### src/rtl/c7bifu_pkg.sv
// Shared IFU definitions: instruction-queue entry layout and sizing constants.
package c7bifu_pkg;

  localparam int IQ_DEPTH_DEF   = 4;
  localparam int IQ_FULL_MARGIN = 1;  // slot kept free for the single in-flight ICU request
  localparam int IQ_IW_DEF      = 32;
  localparam int IQ_AW_DEF      = 32;

  typedef struct packed {
    logic                 err;
    logic [IQ_AW_DEF-1:0] pc;
    logic [IQ_IW_DEF-1:0] inst;
  } iq_entry_t;

endpackage

### src/rtl/c7bifu_iq.sv
// Instruction queue between fetch control and decode: circular buffer of
// {err, pc, inst} entries with flop-derived back-pressure and flush-to-empty.
module c7bifu_iq
  import c7bifu_pkg::*;
#(
  parameter int DEPTH = IQ_DEPTH_DEF,
  parameter int IW    = IQ_IW_DEF,
  parameter int AW    = IQ_AW_DEF
) (
  input  logic          clk,
  input  logic          reset,
  input  logic          icu_data_vld,
  input  logic [IW-1:0] icu_ifu_rdata_ic2,
  input  logic          icu_ifu_err_ic2,
  input  logic [AW-1:0] fetch_pc_ic2,
  input  logic          flush,
  input  logic          stall,
  output logic          iq_full,
  output logic          ifu_exu_valid,
  output logic [IW-1:0] ifu_exu_inst,
  output logic [AW-1:0] ifu_exu_pc,
  output logic          ifu_exu_err
);

  localparam int PW = $clog2(DEPTH);
  localparam int CW = PW + 1;
  localparam logic [CW-1:0] DEPTH_C = CW'(DEPTH);
  localparam logic [CW-1:0] FULL_C  = CW'(DEPTH - IQ_FULL_MARGIN);

  // Same layout as iq_entry_t, sized by this instance's parameters.
  typedef struct packed {
    logic          err;
    logic [AW-1:0] pc;
    logic [IW-1:0] inst;
  } entry_t;

  entry_t          mem_q [DEPTH];
  logic [PW-1:0]   wr_ptr_q, wr_ptr_d;
  logic [PW-1:0]   rd_ptr_q, rd_ptr_d;
  logic [CW-1:0]   count_q, count_d;
  logic            push, pop;
  logic [DEPTH-1:0] wr_en;
  entry_t          wr_entry;
  entry_t          head;

  assign push = icu_data_vld & ~flush & (count_q != DEPTH_C);
  assign pop  = (count_q != '0) & ~stall & ~flush;

  always_comb begin
    wr_ptr_d = wr_ptr_q;
    rd_ptr_d = rd_ptr_q;
    count_d  = count_q;
    if (flush) begin
      wr_ptr_d = '0;
      rd_ptr_d = '0;
      count_d  = '0;
    end else begin
      if (push) wr_ptr_d = wr_ptr_q + PW'(1);
      if (pop)  rd_ptr_d = rd_ptr_q + PW'(1);
      case ({push, pop})
        2'b10:   count_d = count_q + CW'(1);
        2'b01:   count_d = count_q - CW'(1);
        default: count_d = count_q;
      endcase
    end
  end

  always_ff @(posedge clk) begin
    if (reset) begin
      wr_ptr_q <= '0;
      rd_ptr_q <= '0;
      count_q  <= '0;
    end else begin
      wr_ptr_q <= wr_ptr_d;
      rd_ptr_q <= rd_ptr_d;
      count_q  <= count_d;
    end
  end

  assign wr_entry = '{err: icu_ifu_err_ic2, pc: fetch_pc_ic2, inst: icu_ifu_rdata_ic2};

  // Storage is deliberately unreset; only the pointers decide what is live.
  genvar gi;
  generate
    for (gi = 0; gi < DEPTH; gi++) begin : g_slot
      assign wr_en[gi] = push && (wr_ptr_q == PW'(gi));
      always_ff @(posedge clk) begin
        if (wr_en[gi]) mem_q[gi] <= wr_entry;
      end
    end
  endgenerate

  assign head          = mem_q[rd_ptr_q];
  assign ifu_exu_valid = (count_q != '0);
  assign ifu_exu_inst  = head.inst;
  assign ifu_exu_pc    = head.pc;
  assign ifu_exu_err   = head.err;
  assign iq_full       = (count_q >= FULL_C);

`ifndef SYNTHESIS
  a_no_overflow : assert property (@(posedge clk) disable iff (reset)
    !(icu_data_vld && !flush && (count_q == DEPTH_C)))
    else $error("c7bifu_iq: push while queue holds DEPTH entries, word dropped");
`endif

endmodule

### config.mk
export PLATFORM = sky130hd
export DESIGN_NAME = c7bifu_iq
export DESIGN_NICKNAME = d
export VERILOG_FILES = /design/src/rtl/c7bifu_pkg.sv /design/src/rtl/c7bifu_iq.sv
export SDC_FILE = /design/constraint.sdc
export NUM_CORES = 1
export LEC_CHECK = 0
export ABC_AREA = 1
export CAP_MARGIN = 0
export CORE_UTILIZATION = 50
export CTS_CLUSTER_SIZE = 10
export DETAILED_ROUTE_END_ITERATION = 16
export GPL_ROUTABILITY_DRIVEN = 0
export PLACE_DENSITY = 0.72
export RECOVER_POWER = 50
export SLEW_MARGIN = 20
export SYNTH_ARGS = -nofsm -noshare
export SYNTH_HDL_FRONTEND = slang
export SYNTH_SLANG_ARGS = --single-unit
### constraint.sdc
create_clock -name clk -period 9.8 [get_ports clk]
set_clock_uncertainty 0.1 [all_clocks]
set_input_delay 1.47 -clock clk [delete_from_list [all_inputs] [get_ports clk]]
set_output_delay 1.47 -clock clk [all_outputs]
set_load 0.01 [all_outputs]
# --- Word level (Yosys, flattened, before mapping) ---
# Memories as Yosys holds them, arrays and structs flattened. A register that Yosys moved wholly into a read port is not among the register bits.
# Cells that the tools add are included.
classes:
  n_addsub: 4
  n_lt_le_gt_ge: 1
  n_eq_ne: 6
  muxes: 20
  bitwise_logic: 6
  n_reduce_logical: 11
op_table:
  columns: ["operator", "n"]
  rows:
  - ["$mux W65", 3]
  - ["$reduce_or A65 Y1", 3]
  - ["$mux W1", 11]
  - ["$mux W2", 5]
  - ["$eq A2 B2 Y1 const B", 3]
  - ["$pmux W3 S2", 1]
  - ["$add A2 B1 Y2 const B", 2]
  - ["$and A1 B1 Y1", 4]
  - ["$eq A2 B1 Y1 const B", 2]
  - ["$logic_and A1 B1 Y1", 4]
  - ["$add A3 B1 Y3 const B", 1]
  - ["$ge A3 B2 Y1 const B", 1]
  - ["$ne A3 B3 Y1 const B", 1]
  - ["$reduce_bool A3 Y1", 1]
  - ["$sub A3 B1 Y3 const B", 1]
  - ["$logic_not A2 Y1", 1]
  - ["$not A1 Y1", 2]
  - ["$reduce_bool A2 Y1", 1]
  - ["$reduce_or A2 Y1", 1]
totals:
  reg_bits: 7
  ram_bits: 260
  out_inout_bits: 67
  elab_cells: 52
  mem_count: 1
mem_list:
  columns: ["name", "depth", "width", "read_ports", "rd_ports_with_merged_regs", "wr", "line_no", "source"]
  rows:
  - ["mem_q", 4, 65, 1, 1, 1, "c7bifu_iq.sv:37", "entry_t mem_q [DEPTH];"]

# --- Depth between registers and ports, before layout ---
# Gate-level depths: netlist (run 1).
logic_depth:
  ltp_word: 10
  depth_mapped: 13
  ltp_nobuf: 13

# --- Least setup slack after synthesis (run 1) ---
# OpenSTA, ideal clock, no wires.
synth_path:
  path_kind: "input to register"
  startpoint: "input icu_data_vld"
  endpoint: "memory mem_q[0][0] (netlist name) (enable)"
  setup_time_ns: 0.489
  t_arrival_ns: 4.531
  required_ns: 9.211
  setup_slack_ns: 4.680
  path_stages: 4
  n_path_buf: 0
  cell_sequence: "inv_1 > nor2_1 > nand2_1 > nor2_1"
synth_via:
  elab_cells_between_ends: 23
  classes_between: "mux: 14; bitwise: 2; reduce/logical: 7"
synth_rtl:
  columns: ["element", "line_no", "source"]
  rows:
  - ["start, declared", "c7bifu_iq.sv:12", "input logic icu_data_vld,"]
  - ["$and A1 B1 Y1 (2 in a row)", "c7bifu_iq.sv:46", "assign push = icu_data_vld & ~flush & (count_q != DEPTH_C);"]
  - ["$logic_and A1 B1 Y1", "c7bifu_iq.sv:86", "assign wr_en[gi] = push && (wr_ptr_q == PW'(gi));"]
  - ["net wr_en[0]", "c7bifu_iq.sv:42", "logic [DEPTH-1:0] wr_en;"]
  - ["$mux W1", "c7bifu_iq.sv:88", "if (wr_en[gi]) mem_q[gi] <= wr_entry;"]
  - ["$mux W1 (implied by the code)", "c7bifu_iq.sv:88", null]
  - ["$mux W1 (no source line) (3 in a row)", null, null]
  - ["end, declared", "c7bifu_iq.sv:37", null]
# The timed path passes the listed nets, and every way through them passes these cells.

# --- Worst setup path after layout (run 1) ---
layout_path:
  startpoint: "input flush"
  endpoint: "memory mem_q[2][12] (netlist name) (enable)"
layout_via:
  elab_cells_between_ends: 24
  classes_between: "mux: 14; bitwise: 3; reduce/logical: 7"
layout_rtl:
  columns: ["element", "line_no", "source"]
  rows:
  - ["start, declared", "c7bifu_iq.sv:16", "input logic flush,"]
  - ["$not A1 Y1 (*)", "c7bifu_iq.sv:46", null]
  - ["$and A1 B1 Y1 (*) (2 in a row)", "c7bifu_iq.sv:46", null]
  - ["$logic_and A1 B1 Y1 (*)", "c7bifu_iq.sv:86", null]
  - ["net wr_en[2]", "c7bifu_iq.sv:42", null]
  - ["$mux W1 (*)", "c7bifu_iq.sv:88", null]
  - ["$mux W1 (implied by the code) (*)", "c7bifu_iq.sv:88", null]
  - ["$reduce_or A65 Y1 (no source line)", null, null]
  - ["$mux W2 (no source line) / $mux W1 (equally long branches) (2 in a row)", null, null]
# The timed path passes the listed nets; every way through them passes the cells marked *.

==> impl_metrics.csv, run 1 <==
group,metric,value,unit
cts,cts_tree,"built",
cts,cts_setup_buffers,0,
cts,htree_levels,1,
die,die_area,0.02148,mm^2
sta,max_slew_margin,-78.55,%
job,maxCapViolations,2,
cts,cts_buffers,30,
pwr,internal_power,1900,uW
routing,wire_per_inst,19.28,um
sta,drv_slew,58,
worst_setup_path,path_buf_inv,2,
cts,clockRootBuffer,"clkbuf_16",
die,die-height,146.6,um
placed_design,post-dp-hpwl,12360,um
pwr,power.leakage,0.004194,uW
routing,ant_nets,0,
pwr,ir_drop,0.0001178,V
worst_setup_path,slowest_delay,2.04,ns
routing,drc,0,
cts,hold_buffers,0,
sta,rsz0062_at_grt,"false",
layout,final_cells,1118,
synthesis,seq_area_frac_synth,76.45,%
die,initial_core_util,51.31,%
layout,areaGrowthSynthToFinish,22.11,%
synthesis,synth_area_leader_cell,"edfxtp_1",
pwr,p_clk_share,40.8,%
status,violations,"max-capacitance violations, max-slew violations",
routing,finalWirelength,21560,um
global_routing,grt_max_degree,101,
die,fp-row-count,52,
sta,fmax,188.8,MHz
worst_setup_path,r2r-start,"count_q[0]",
worst_setup_path,worstReg2RegEnd,"mem_q[2][12]",
layout,fin_nets,912,
die,coreArea,0.02036,mm^2
placed_design,port_buffers,136,
synthesis,synth_cell_types,22,
routing,vias,6166,
worst_setup_path,cp-start-kind,"input pin",
cts,cts_sinks,269,
pwr,power_frac_comb,4.7,%
placed_design,placedCellCount,1074,
pwr,powerDensity,184.5,mW/mm^2
synthesis,syn_area_per_cell,14.88,um^2
global_routing,grt_overflow_total,0,
synthesis,syn_inst,702,
sta,finalSetupViolations,0,
worst_setup_path,endpoint_kind,"flop",
worst_setup_path,path_class,"in -> reg",
worst_setup_path,cpMostUsedCell,"nor2_1",
cts,clk_pin_slew_worst_paths,0.06,ns
cts,ctsResizeCount,0,
worst_setup_path,critical-path-slowest-cell,"nor2_1",
pwr,netSwitchingPower,453.8,uW
global_routing,grt_pass1_vias,6346,
synthesis,ys_seq_elements,269,
synthesis,synth_top_area_share,74.72,%
global_routing,antenna_found_initial,2,
sta,finalCriticalPeriod,5.297,ns
synthesis,ys_warn_count,0,
worst_setup_path,required,9.86,ns
worst_setup_path,reg2reg_slack,5.65,ns
synthesis,synth_area_leaders,"edfxtp_1, o21ai_0, nor2_1",
global_routing,grt_pass1_wl,34040,um
pwr,p_seq_share,54.6,%
routing,viasPerCell,5.515,
routing,first_pass_iters,4,
pwr,swShare,19.28,%
sta,fin_crit_sh,54.05,%
worst_hold_path,hp-start,"rd_ptr_q[1]",
synthesis,mappedNetlistArea,0.01045,mm^2
die,num_io_pins,137,
sta,tightestPinTransition,2.668,ns
synthesis,ys_async_sr_fraction,0,%
status,status,"complete, but fails checks",
cts,clock_latency,0.53,ns
synthesis,synth_flop_cell,"edfxtp_1",
cts,clock_path_buffers,3,
synthesis,ys_top_cells_by_count,"edfxtp_1, nor2_1, o21ai_0",
worst_setup_path,critPathArrivalTime,5.35,ns
worst_setup_path,worstPathMaxFanout,38,
synthesis,synth-edff-count,260,
synthesis,synth_nets,778,
worst_setup_path,crit_family,"simple AND/OR/NAND/NOR gates",
die,die_x,146.6,um
synthesis,yosysMostFrequentCell,"edfxtp_1",
worst_hold_path,worstHoldPathType,"reg -> reg",
worst_hold_path,hold_depth,2,
worst_setup_path,crit_path_cell_trace,"dlygate4sd3_1 -> nor2_1 -> nand2_1 -> nor2_1 -> buf_4",
sta,final.setup.tns,0,ns
layout,fill_cells,1488,
layout,drive_gt1_share,10.63,%
worst_setup_path,reg2regPathDepth,5,
routing,drtIter0Drc,458,
global_routing,track_usage,20.30,%
sta,hold_violations,0,
layout,fin_util,62.65,%
[power by group through the flow]
stage	clock, uW	combinational, uW	sequential, uW
6_report	960	110	1280
3_5_place_dp	0	116	1310
2_1_floorplan	0	38.9	1310
4_1_cts	977	116	1280
5_1_grt	1020	118	1280
3_3_place_gp	0	112	1310
[worst min-delay path, stage by stage (launching register included)]
cell and delay, ns:
dfxtp_1 0.32, nand2_1 0.06, a21oi_1 0.06
[area by class of cell]
cell class                 count  area [um^2]  share of cell area [%]
sequential                   269         7993                   62.65
multi-input combinational    372         2107                   16.51
timing repair buffer         144         1421                   11.14
clock buffer                  43        820.8                   6.433
tap                          270        337.8                   2.648
inverter                      19        76.32                  0.5982
antenna                        1        2.502                 0.01961
[layer usage]
metal / wire [um] / vias to the layer above / track usage [%]
li1: - / 2881 / -
met1: 8961 / 3042 / 26.39
met2: 10930 / 201 / 35.17
met3: 1212 / 40 / 3.250
met4: 442 / 2 / 6.094
met5: 13 / - / 0
[per-stage QoR]
stage / hold WS [ns] / worst slack [ns] / power [uW] / area (um^2)
2_1_floorplan: 0.3435 / 4.680 / 1347 / 10450
3_3_place_gp: 0.3594 / 5.423 / 1419 / 11950
3_5_place_dp: 0.3884 / 5.373 / 1423 / 11950
4_1_cts: 0.3998 / 4.848 / 2377 / 12770
5_1_grt: 0.4231 / 4.241 / 2422 / 12760
6_report: 0.3944 / 4.503 / 2353 / 12760
[cells in the final DEF (no fill, tap or decap), drive strengths merged, types with 8 or more instances in the layout]
cell type | Yosys | final
edfxtp | 260 | 260
nor2 | 143 | 143
dfxtp | 9 | 9
o21ai | 133 | 133
nand2 | 15 | 15
o22ai | 65 | 65
dlygate4sd3 | 0 | 66
buf | 25 | 8
clkdlybuf4s50 | 0 | 70
clkbuf | 17 | 43
inv | 19 | 19
[flip-flops by register name (all words and copies together), names as in the netlist, named ones only]
signal,cells
count_q,3
mem_q,260
rd_ptr_q,2
wr_ptr_q,2
[cells by family (layout without fill, tap and decap cells)]
family | after synthesis | in the layout | synth area share (%)
DFF | 269 | 269 | 76.45
and+or+nand+nor | 163 | 163 | 7.352
AOI/OAI and AO/OA | 203 | 203 | 11.88
adders and majority gates | 6 | 6 | 0.7903
buffers and inverters | 61 | 206 | 3.533
other | 0 | 1 | 0
[how the worst max path moves through the flow]
stage | from | end | cells after the start
global placement | icu_data_vld | mem_q[3][21] | 6
finish | flush | mem_q[2][12] | 5
global route | flush | mem_q[2][0] | 5
CTS | flop | ifu_exu_inst[1] | 5
detailed placement | icu_data_vld | mem_q[2][10] | 6
floorplan | icu_data_vld | mem_q[0][0] | 4
No activity file was read; power rests on OpenSTA's default activity.
==> inputs of run 2 (changes only) <==
- clock period: 9.8 -> 5.2 ns (I/O delays scaled with it)
==> impl_metrics.csv, run 2 (same netlist as run 1, synthesis figures left out) <==
group,metric,value,unit
status,violations,"max-capacitance violations, max-slew violations",
sta,rsz0062_at_grt,"false",
global_routing,antenna_found_initial,1,
cts,cts_setup_buffers,0,
layout,final_cells,1116,
worst_setup_path,reg2regPathDepth,5,
placed_design,post-dp-hpwl,11710,um
routing,drc,0,
routing,vias,6112,
worst_setup_path,cp-start-kind,"input pin",
global_routing,grt_pass1_vias,6258,
worst_setup_path,r2r-start,"count_q[0]",
die,die-height,146.6,um
die,die_area,0.02148,mm^2
routing,ant_nets,0,
die,coreArea,0.02036,mm^2
job,maxCapViolations,1,
layout,largest_register_ffs,260,
routing,viasPerCell,5.477,
layout,top_register,"mem_q",
global_routing,grt_overflow_total,0,
sta,fin_crit_sh,81.82,%
worst_hold_path,hold_depth,2,
cts,clock_path_buffers,3,
routing,finalWirelength,20860,um
sta,tightestPinTransition,2.864,ns
placed_design,placedCellCount,1072,
status,status,"complete, but fails checks",
layout,layout_commonest_cell,"edfxtp_1",
layout,fin_nets,910,
layout,areaGrowthSynthToFinish,22.20,%
pwr,power,4425,uW
cts,clockRootBuffer,"clkbuf_16",
die,die_x,146.6,um
worst_setup_path,path_class,"in -> reg",
worst_setup_path,required,5.31,ns
cts,cts_tree,"built",
worst_setup_path,endpoint_kind,"flop",
global_routing,grt_pass1_wl,32550,um
worst_setup_path,cpMostUsedCell,"nor2_1",
worst_setup_path,cp-startpoint,"flush",
sta,finalSetupViolations,0,
cts,cts_buffers,30,
pwr,power.leakage,0.004193,uW
layout,top_regs,"mem_q: 260 flops, count_q: 3 flops",
die,initial_core_util,51.31,%
worst_setup_path,critPathArrivalTime,4.36,ns
routing,first_pass_iters,4,
layout,drive_gt1_share,10.53,%
die,num_io_pins,137,
sta,fmax,235.0,MHz
routing,wire_per_inst,18.69,um
sta,max_slew_margin,-91.64,%
sta,final.setup.tns,0,ns
routing,drtIter0Drc,349,
worst_setup_path,crit_path_cell_trace,"dlygate4sd3_1 -> nor2_1 -> nand2_1 -> nor2_1 -> buf_12",
sta,hold_slack,0.4121,ns
global_routing,track_usage,19.44,%
cts,clock_latency,0.53,ns
worst_setup_path,critical-path-slowest-cell,"nor2_1",
worst_setup_path,slowest_delay,2.18,ns
global_routing,grt_max_degree,131,
pwr,powerDensity,346.5,mW/mm^2
pwr,ir_drop,0.0002474,V
cts,cts_sinks,269,
sta,finalCriticalPeriod,4.255,ns
worst_hold_path,hp-start,"wr_ptr_q[0]",
cts,clk_pin_slew_worst_paths,0.05,ns
sta,hold_violations,0,
cts,ctsResizeCount,0,
worst_setup_path,worstPathMaxFanout,36,
cts,htree_levels,1,
layout,final_cell_mix,"edfxtp_1, nor2_1, o21ai_0",
die,fp-row-count,52,
placed_design,port_buffers,136,
worst_hold_path,worstHoldPathType,"reg -> reg",
cts,hold_buffers,0,
sta,drv_slew,30,
-- run 2: cell count changes in the layout (fill, tap and decap cells not counted), sizes merged --
cell | before | now
buf | 8 | 6
clkdlybuf4s50 | 70 | 69
dlygate4sd3 | 66 | 67
-- run 2: stage by stage --
stage,worst slack [ns],util (%),instance area [um^2]
detailed placement,1.787,58.68,11950
finish,0.9452,62.70,12770
global route,0.6434,62.70,12770
global placement,1.816,58.67,11950
floorplan,0.7701,-,10450
CTS,1.228,62.71,12770
-- run 2: report_power, final --
part / total, uW / leakage, uW / internal, uW / switching (uW)
clock network: 1800 / 0.000396 / 1070 / 729
registers: 2420 / 0.00244 / 2410 / 8.15
logic: 208 / 0.00136 / 100 / 108
total: 4420 / 0.00419 / 3580 / 845
-- run 2: per-layer routing --
| layer | track usage, % | vias to the layer above | wire (um) | share of wire [%] |
|---|---|---|---|---|
| met1 | 25.31 | 3014 | 8803 | 42 |
| met5 | 0 | - | 0 | 0 |
| met4 | 5.365 | 0 | 265 | 1.3 |
| met2 | 33.50 | 196 | 10600 | 51 |
| li1 | - | 2877 | - | - |
| met3 | 3.562 | 25 | 1193 | 5.7 |
-- run 2: worst paths after layout --
| kind | end | slack [ns] |
|---|---|---|
| worst max-delay path | mem_q[1][6] | 0.95 |
| worst min-delay path | wr_ptr_q[0] | 0.41 |
| worst max register to register | mem_q[1][6] | 1.42 |
| worst min register to register | wr_ptr_q[0] | 0.41 |
-- run 2: critical path: cells and delay by family --
kind / cells / cell delay (ns)
buffers and inverters: 2 / 0.88
and+or+nand+nor: 3 / 2.66
-- run 2: area by class of cell --
cell class,instances,area [um^2]
Fill cell,1427,7596
Antenna cell,1,2.502
Multi-Input combinational cell,372,2115
Tap cell,270,337.8
Timing Repair Buffer,142,1419
Inverter,19,81.33
Clock buffer,43,820.8
Sequential cell,269,7993
